==> src/rtl/vec_alu_sequencer.sv <==
// vec_alu_sequencer: streams one vector command through the shared 8-bit ALU,
// reading A[i]/B[i] from the element register file and writing dst[i].
// Optional feature macro: VSEQ_OVF_ABORT_EN (stop the vector at the first
// element whose ALU result overflows, after writing that element).
module vec_alu_sequencer #(
    parameter int ADDR_W = 4,
    parameter int LEN_W  = 4
) (
    input  logic              clk,
    input  logic              rst,
    input  logic              cmd_valid,
    output logic              cmd_ready,
    input  logic [5:0]        cmd_op,
    input  logic [LEN_W-1:0]  cmd_len,
    input  logic [ADDR_W-1:0] cmd_src_a,
    input  logic [ADDR_W-1:0] cmd_src_b,
    input  logic [ADDR_W-1:0] cmd_dst,
    output logic              rd_en,
    output logic [ADDR_W-1:0] rd_addr_a,
    output logic [ADDR_W-1:0] rd_addr_b,
    input  logic [7:0]        rd_data_a,
    input  logic [7:0]        rd_data_b,
    output logic [7:0]        alu_a,
    output logic [7:0]        alu_b,
    output logic [5:0]        alu_fn,
    output logic              alu_en,
    input  logic [7:0]        alu_otp,
    input  logic              alu_zero,
    input  logic              alu_ovf,
    output logic              wr_en,
    output logic [ADDR_W-1:0] wr_addr,
    output logic [7:0]        wr_data,
    output logic              busy,
    output logic              done,
    output logic              all_zero,
    output logic              any_ovf
);

    typedef enum logic [2:0] {
        S_IDLE,
        S_RD,
        S_EX,
        S_WB,
        S_DONE
    } state_t;

    state_t            r_state;
    state_t            w_nextState;

    logic [5:0]        r_op;
    logic [LEN_W-1:0]  r_len;
    logic [ADDR_W-1:0] r_srcA;
    logic [ADDR_W-1:0] r_srcB;
    logic [ADDR_W-1:0] r_dst;
    logic [LEN_W-1:0]  r_idx;
    logic [7:0]        r_aluA;
    logic [7:0]        r_aluB;
    logic              r_allZero;
    logic              r_anyOvf;

    logic              w_accept;
    logic              w_lastElem;
    logic              w_abort;
    logic [ADDR_W-1:0] w_idx;

    assign w_accept   = cmd_valid && (r_state == S_IDLE);
    assign w_lastElem = (r_idx == (r_len - LEN_W'(1)));
    assign w_idx      = ADDR_W'(r_idx);

`ifdef VSEQ_OVF_ABORT_EN
    assign w_abort = alu_ovf;
`else
    assign w_abort = 1'b0;
`endif

    assign alu_a    = r_aluA;
    assign alu_b    = r_aluB;
    assign all_zero = r_allZero;
    assign any_ovf  = r_anyOvf;

    // State register; reset aborts any command in flight.
    always_ff @(posedge clk) begin
        if (rst) begin
            r_state <= S_IDLE;
        end else begin
            r_state <= w_nextState;
        end
    end

    // Next-state and per-state strobes; address sums wrap naturally at ADDR_W bits.
    always_comb begin
        w_nextState = r_state;
        cmd_ready   = 1'b0;
        rd_en       = 1'b0;
        rd_addr_a   = '0;
        rd_addr_b   = '0;
        alu_en      = 1'b0;
        wr_en       = 1'b0;
        wr_addr     = '0;
        wr_data     = '0;
        done        = 1'b0;
        busy        = (r_state != S_IDLE);
        alu_fn      = (r_state != S_IDLE) ? r_op : 6'd0;
        case (r_state)
            S_IDLE: begin
                cmd_ready = 1'b1;
                if (cmd_valid) begin
                    w_nextState = (cmd_len == '0) ? S_DONE : S_RD;
                end
            end
            S_RD: begin
                rd_en       = 1'b1;
                rd_addr_a   = r_srcA + w_idx;
                rd_addr_b   = r_srcB + w_idx;
                w_nextState = S_EX;
            end
            S_EX: begin
                w_nextState = S_WB;
            end
            S_WB: begin
                alu_en      = 1'b1;
                wr_en       = 1'b1;
                wr_addr     = r_dst + w_idx;
                wr_data     = alu_otp;
                w_nextState = (w_lastElem || w_abort) ? S_DONE : S_RD;
            end
            S_DONE: begin
                done        = 1'b1;
                w_nextState = S_IDLE;
            end
            default: begin
                w_nextState = S_IDLE;
            end
        endcase
    end

    // Command latch, element index, ALU operand registers and sticky flags.
    always_ff @(posedge clk) begin
        if (rst) begin
            r_op      <= '0;
            r_len     <= '0;
            r_srcA    <= '0;
            r_srcB    <= '0;
            r_dst     <= '0;
            r_idx     <= '0;
            r_aluA    <= '0;
            r_aluB    <= '0;
            r_allZero <= 1'b0;
            r_anyOvf  <= 1'b0;
        end else begin
            if (w_accept) begin
                r_op      <= cmd_op;
                r_len     <= cmd_len;
                r_srcA    <= cmd_src_a;
                r_srcB    <= cmd_src_b;
                r_dst     <= cmd_dst;
                r_idx     <= '0;
                r_allZero <= 1'b1;
                r_anyOvf  <= 1'b0;
            end
            if (r_state == S_EX) begin
                r_aluA <= rd_data_a;
                r_aluB <= rd_data_b;
            end
            if (r_state == S_WB) begin
                r_allZero <= r_allZero & alu_zero;
                r_anyOvf  <= r_anyOvf | alu_ovf;
                if (!(w_lastElem || w_abort)) begin
                    r_idx <= r_idx + LEN_W'(1);
                end
            end
        end
    end

endmodule

==> config.mk <==
export PLATFORM = sky130hd
export DESIGN_NAME = vec_alu_sequencer
export DESIGN_NICKNAME = d
export VERILOG_FILES = /design/src/rtl/vec_alu_sequencer.sv
export SDC_FILE = /design/constraint.sdc
export NUM_CORES = 1
export LEC_CHECK = 0
export ABC_AREA = 1
export BUFFER_PORTS_ARGS = -buffer_cell sky130_fd_sc_hd__clkbuf_2
export CAP_MARGIN = 10
export CELL_PAD_IN_SITES_DETAIL_PLACEMENT = 0
export CELL_PAD_IN_SITES_GLOBAL_PLACEMENT = 1
export CORE_AREA = 3 3 92 94
export CTS_BUF_LIST = sky130_fd_sc_hd__clkbuf_4
export DETAILED_ROUTE_END_ITERATION = 10
export DIE_AREA = 0 0 95 97
export GPL_TIMING_DRIVEN = 0
export PLACE_DENSITY_LB_ADDON = 0.1
export SYNTH_ARGS = -nofsm -noshare
export SYNTH_HDL_FRONTEND = slang
export SYNTH_SLANG_ARGS = --single-unit
==> constraint.sdc <==
create_clock -name clk -period 1.4 [get_ports clk]
set_clock_uncertainty 0.05 [all_clocks]
set_input_delay 0.07 -clock clk [delete_from_list [all_inputs] [get_ports clk]]
set_output_delay 0.07 -clock clk [all_outputs]
set_load 0.005 [all_outputs]
Word-level counts from Yosys, hierarchy flattened:

Cells that the tools add are included.

* word-level logic and storage cells: 49
* register bits: 47
* bits of input ports: 51
* output and inout port bits: 50

* multiplexer cells: 20
* bitwise gates (word level): 2
* add/subtract/negate cells: 5
* eq/ne operators: 6
* reduce and logical (&&, ||, !) cells: 5

Operators by type and width (number)
* $mux 4: 6
* $add 4x4->4: 3
* $pmux 3 s4: 1
* $mux 3: 3
* $mux 1: 8
* $mux 8: 1
* $eq 3x2->1 const B: 2
* $mux 6: 1
* $add 4x1->4 const B: 1
* $eq 4x4->1: 1
* $logic_not 4->1: 1
* $sub 4x1->4 const B: 1
* $eq 3x1->1 const B: 1
* $eq 3x3->1 const B: 1
* $logic_not 3->1: 1
* $reduce_bool 3->1: 1
* $ne 2x2->1 const B: 1
* $reduce_bool 2->1: 1
* $and 1x1->1: 1
* $logic_and 1x1->1: 1
* $or 1x1->1: 1

Depth between registers and ports, before layout:

* word-level depth: 5
* depth in mapped cells: 13
* mapped depth without buffers: 13

Least setup slack after synthesis:

No wires, ideal clock.

* path type: flip-flop to flip-flop
* start point: register r_len[0]
* end point: register r_idx[0]
* library setup time: 113 ps
* data required time: 1237 ps
* period minus slack after synthesis: 1483 ps
* data arrival time: 1320 ps
* stages on the path, launching flop included: 11
* slack: -83 ps
* buffers on the path: 0
* cell sequence: dfxtp_1 -> inv_1 -> ha_1 -> xor2_1 -> nand2_1 -> nor2_1 -> nand2_2 -> nand2_2 -> nand2_1 -> nand2_1 -> nor2_1

* longest elaborated chain between the ends: 4

Ends and longest elaborated chain
* from (decl): line 51 `logic [LEN_W-1:0] r_len;`
* from (signal assigned): line 153 `r_len <= cmd_len;`
* $sub 4x1->4: line 67 `assign w_lastElem = (r_idx == (r_len - LEN_W'(1)));`
* $eq 4x4->1: line 67
* $mux 4: line 168 `if (!(w_lastElem || w_abort)) begin`
* $mux 4: line 165 `if (r_state == S_WB) begin`
* to (signal assigned): line 169 `r_idx <= r_idx + LEN_W'(1);`
* to (decl): line 55 `logic [LEN_W-1:0] r_idx;`

No other way between the ends.
A chain may end at the register's enable or synchronous reset.

Worst setup path in the final report:

* start point: register r_idx[0]
* end point: output rd_addr_b[2]

* longest elaborated chain between the ends: 2

Ends and longest elaborated chain
* $add 4x4->4: line 114 `rd_addr_b = r_srcB + w_idx;`
* $mux 4: line 104 `case (r_state)`
* to (decl): line 20 `output logic [ADDR_W-1:0] rd_addr_b,`

No other way between the ends.

==> reports/summary.txt <==
status: finished, violations left
failing checks: setup timing
Worst Hold Depth: 4
vias per cell: 4.515
Initial Util: 30.85%
Initial DRC Count: 90
fmax: 0.5504 GHz
WL met2: 3973 microns
reg2reg end: r_idx[0]
average instance area after synthesis: 7.289 sq um
internal power: 2.897 mW
Period Utilization, post-route: 129.8%
CP endpoint kind: primary output
Worst-Skew Late Latency: 360 ps
fin crit period: 1817 ps
Avg WL per Cell: 13.51 microns
Setup crit start kind: flop
die height: 97 microns
EDFF count, synth: 0
I/O Buffers: 100
prevailing post-synth register cell: dfxtp_1
Data arrival, critical path: 1700 ps
Critical Path RT: 1280 ps
Max Cap Violations: 0
# clock sinks: 47
HP Class: input port to flop
Synth top area share: 39.48%
Unique masters post-synth: 29
PwrDens: 1007 nW/um^2
Mapped Cells: 327
sequential fraction of the synthesis area: 39.48%
final setup margin: -416.9 ps
layout cell share with drive strength beyond 1: 48.92%
wire length of the first global-routing pass: 12810 microns
DR DRC count: 0
Post-Synth Simple-Gate Area: 23.73%
fin nets: 576
Clock Power Share: 18.4%
Synth Area in Compound Gates: 15.59%
H-tree levels: 2
FILL cells: 706
core area: 7727 sq um
Cell Area, Placed: 3029 sq um
Switching Share: 34.78%
largest family of logic cells by synthesized area: simple AND/OR/NAND/NOR gates
Adder-Cell Fraction of Synth Area: 8.294%
site row count: 32
combinational share of power: 44.3%
Worst Max-Slew Pin Slew: 735.3 ps
setup_tns: -4865 ps
Synth Register Bits: 47
CP Max Fanout: 4
Crit path largest cell delay: 440 ps
IO Pins: 101
Antenna diodes: 0
Crit Path Class: flop to primary output
Setup WS pre-CTS: -330.1 ps
slowest cell on the critical path: dfxtp_4
Synth-to-Final Area Change: 85.09%
wl on met1: 3658 microns
TritonCTS clock tree: built
highest metal used: met4
register area: 965.9 sq um
largest net degree at the start of global routing: 18
Largest delay share family, worst path: adder cells
Hold Fails Final Rpt: 0
Post-Syn Nets: 392
Warnings, synthesis: 0
Hold Worst Slack: 118.7 ps
crit path buf inv count: 2
asr flop ratio synth: 0%
reg2reg setup slack: -120 ps
final non-filler cell total: 613
ANT nets after route: 0
DPL Wire Length: 5021 microns
R2R Path Start: r_len[0]
RSZ-0062 raised after global routing: yes
multi-input logic area: 1613 sq um
most frequent cells after synthesis: 69 x nor2_1, 47 x dfxtp_1, 43 x nand2_1
vias in the first global route: 2697
Die W: 95 microns
GRT Resource Usage Total: 17.43%
leak pwr: 2.064 nW
Max-slew headroom: 50.98%
Max VDD drop: 573.1 uV
CTS max path bufs: 2
xor/xnor share of the synthesized area: 2.940%
die area: 9215 sq um
Root Buffer: clkbuf_4
RePlAce Congestion: 0.7248
worst hold start: rst
setup violators final: 39
mux contribution to synthesized area: 0%
Finished Cell Area: 4412 sq um
crit path cell chain: ha_4, inv_2, fa_2, xor2_1, nor2_1, buf_2
initial antenna violation count: 0
worst r2r path cells: 10
cts bufs inserted: 5
cell taking the most area after synthesis: dfxtp_1
mapped cell area: 2384 sq um
vias: 2768
Final Max Tran Viols: 0
routed wl met3: 558 microns
largest cells by area after synthesis: dfxtp_1 39%, nor2_1 11%, o21ai_0 7.3%
drt pass-1 iters: 4
most common cell in the netlist: nor2_1
sequential share of power: 37.4%
total grt overflow: 0
Power, Total: 4.441 mW
Worst Hold End: r_srcB[1]
clock-pin transition on the worst setup and hold timing paths: 150 ps
DP Cell Count: 529
wirelength, routed: 8283 microns
final core occ: 57.09%
Sw Pwr: 1.544 mW
cell type report:
class	instances	share of cell area, %
Multi-Input combinational cell	226	36.56
Timing Repair Buffer	175	29.35
Sequential cell	47	21.89
Inverter	42	4.311
Tap cell	102	2.893
Buffer	12	2.779
Clock buffer	6	1.021
Clock inverter	1	0.6807
Timing Repair inverter	2	0.5105
power by group through the flow:
stage	Sequential (mW)	Clock (mW)	Combinational (mW)
finish	1.66	0.815	1.97
global route	1.68	0.903	2.15
CTS	1.64	0.862	1.57
detailed placement	1.66	0	1.07
global placement	1.66	0	1.07
floorplan	1.65	0	0.666
worst max-delay path by stage:
stage / startpoint / to / slack, ps / depth (start not counted)
5_1_grt: r_idx[0] / rd_addr_a[2] / -480 / 6
4_1_cts: r_idx[0] / rd_addr_b[2] / -430 / 6
3_3_place_gp: r_idx[1] / rd_addr_b[2] / -350 / 5
3_5_place_dp: r_idx[1] / rd_addr_b[2] / -330 / 5
2_1_floorplan: r_idx[1] / rd_addr_a[2] / 20 / 4
6_report: r_idx[0] / rd_addr_b[2] / -420 / 6
sequential cells by signal (all words and copies together) (netlist names):
signal,count
r_state,3
any_ovf,1
r_idx,4
r_srcB,4
all_zero,1
alu_b,8
r_srcA,4
r_len,4
alu_a,8
r_dst,4
r_op,6
cells by family after synthesis:
kind of cell	Yosys count
and+or+nand+nor	131
buffers and inverters	55
adders and majority gates	14
xor gates and xnor gates	8
DFF	47
AOI/OAI and AO/OA	72
tightest hold or removal path, cell delays in order:
cell,delay [ps]
clkbuf_2,130
inv_1,120
o21ai_1,120
a21oi_2,40
layer usage:
| metal | vias up | global-route usage [%] |
|---|---|---|
| li1 | 1410 | - |
| met1 | 1260 | 21.97 |
| met2 | 92 | 29.01 |
| met3 | 6 | 4.510 |
| met4 | 0 | 4.883 |
| met5 | - | 0 |
layout by cell type (no fill, tap or decap), types with 2 or more instances in the layout:
cell type,n
xor2_1,8
nor3_4,2
o21ai_1,13
a21boi_1,2
buf_2,17
o21ai_0,13
dfxtp_1,39
nand2_4,8
clkbuf_2,83
dfxtp_2,2
inv_4,4
fa_2,3
ha_4,8
clkbuf_1,3
nand2_2,4
nor2_4,3
buf_12,4
nand3_2,3
dlygate4sd3_1,41
a21oi_1,10
dfxtp_4,6
buf_6,15
ha_1,3
inv_1,28
nor2_1,58
nor2_2,9
nand3_1,6
buf_8,2
clkinv_8,2
a21oi_2,23
clkbuf_16,2
clkbuf_4,6
buf_4,18
nand2_1,33
nand2_8,2
o21ai_2,8
inv_2,8
what timing repair did:
action	CTS	global route
setup endpoints to repair	62	70
resized for setup	83	111
setup buffers	23	5
hold buffers	41	0
cloned	4	5
pin swaps	23	33
endpoints found under the hold margin	42	0
Power figures use the tool's default switching activity.
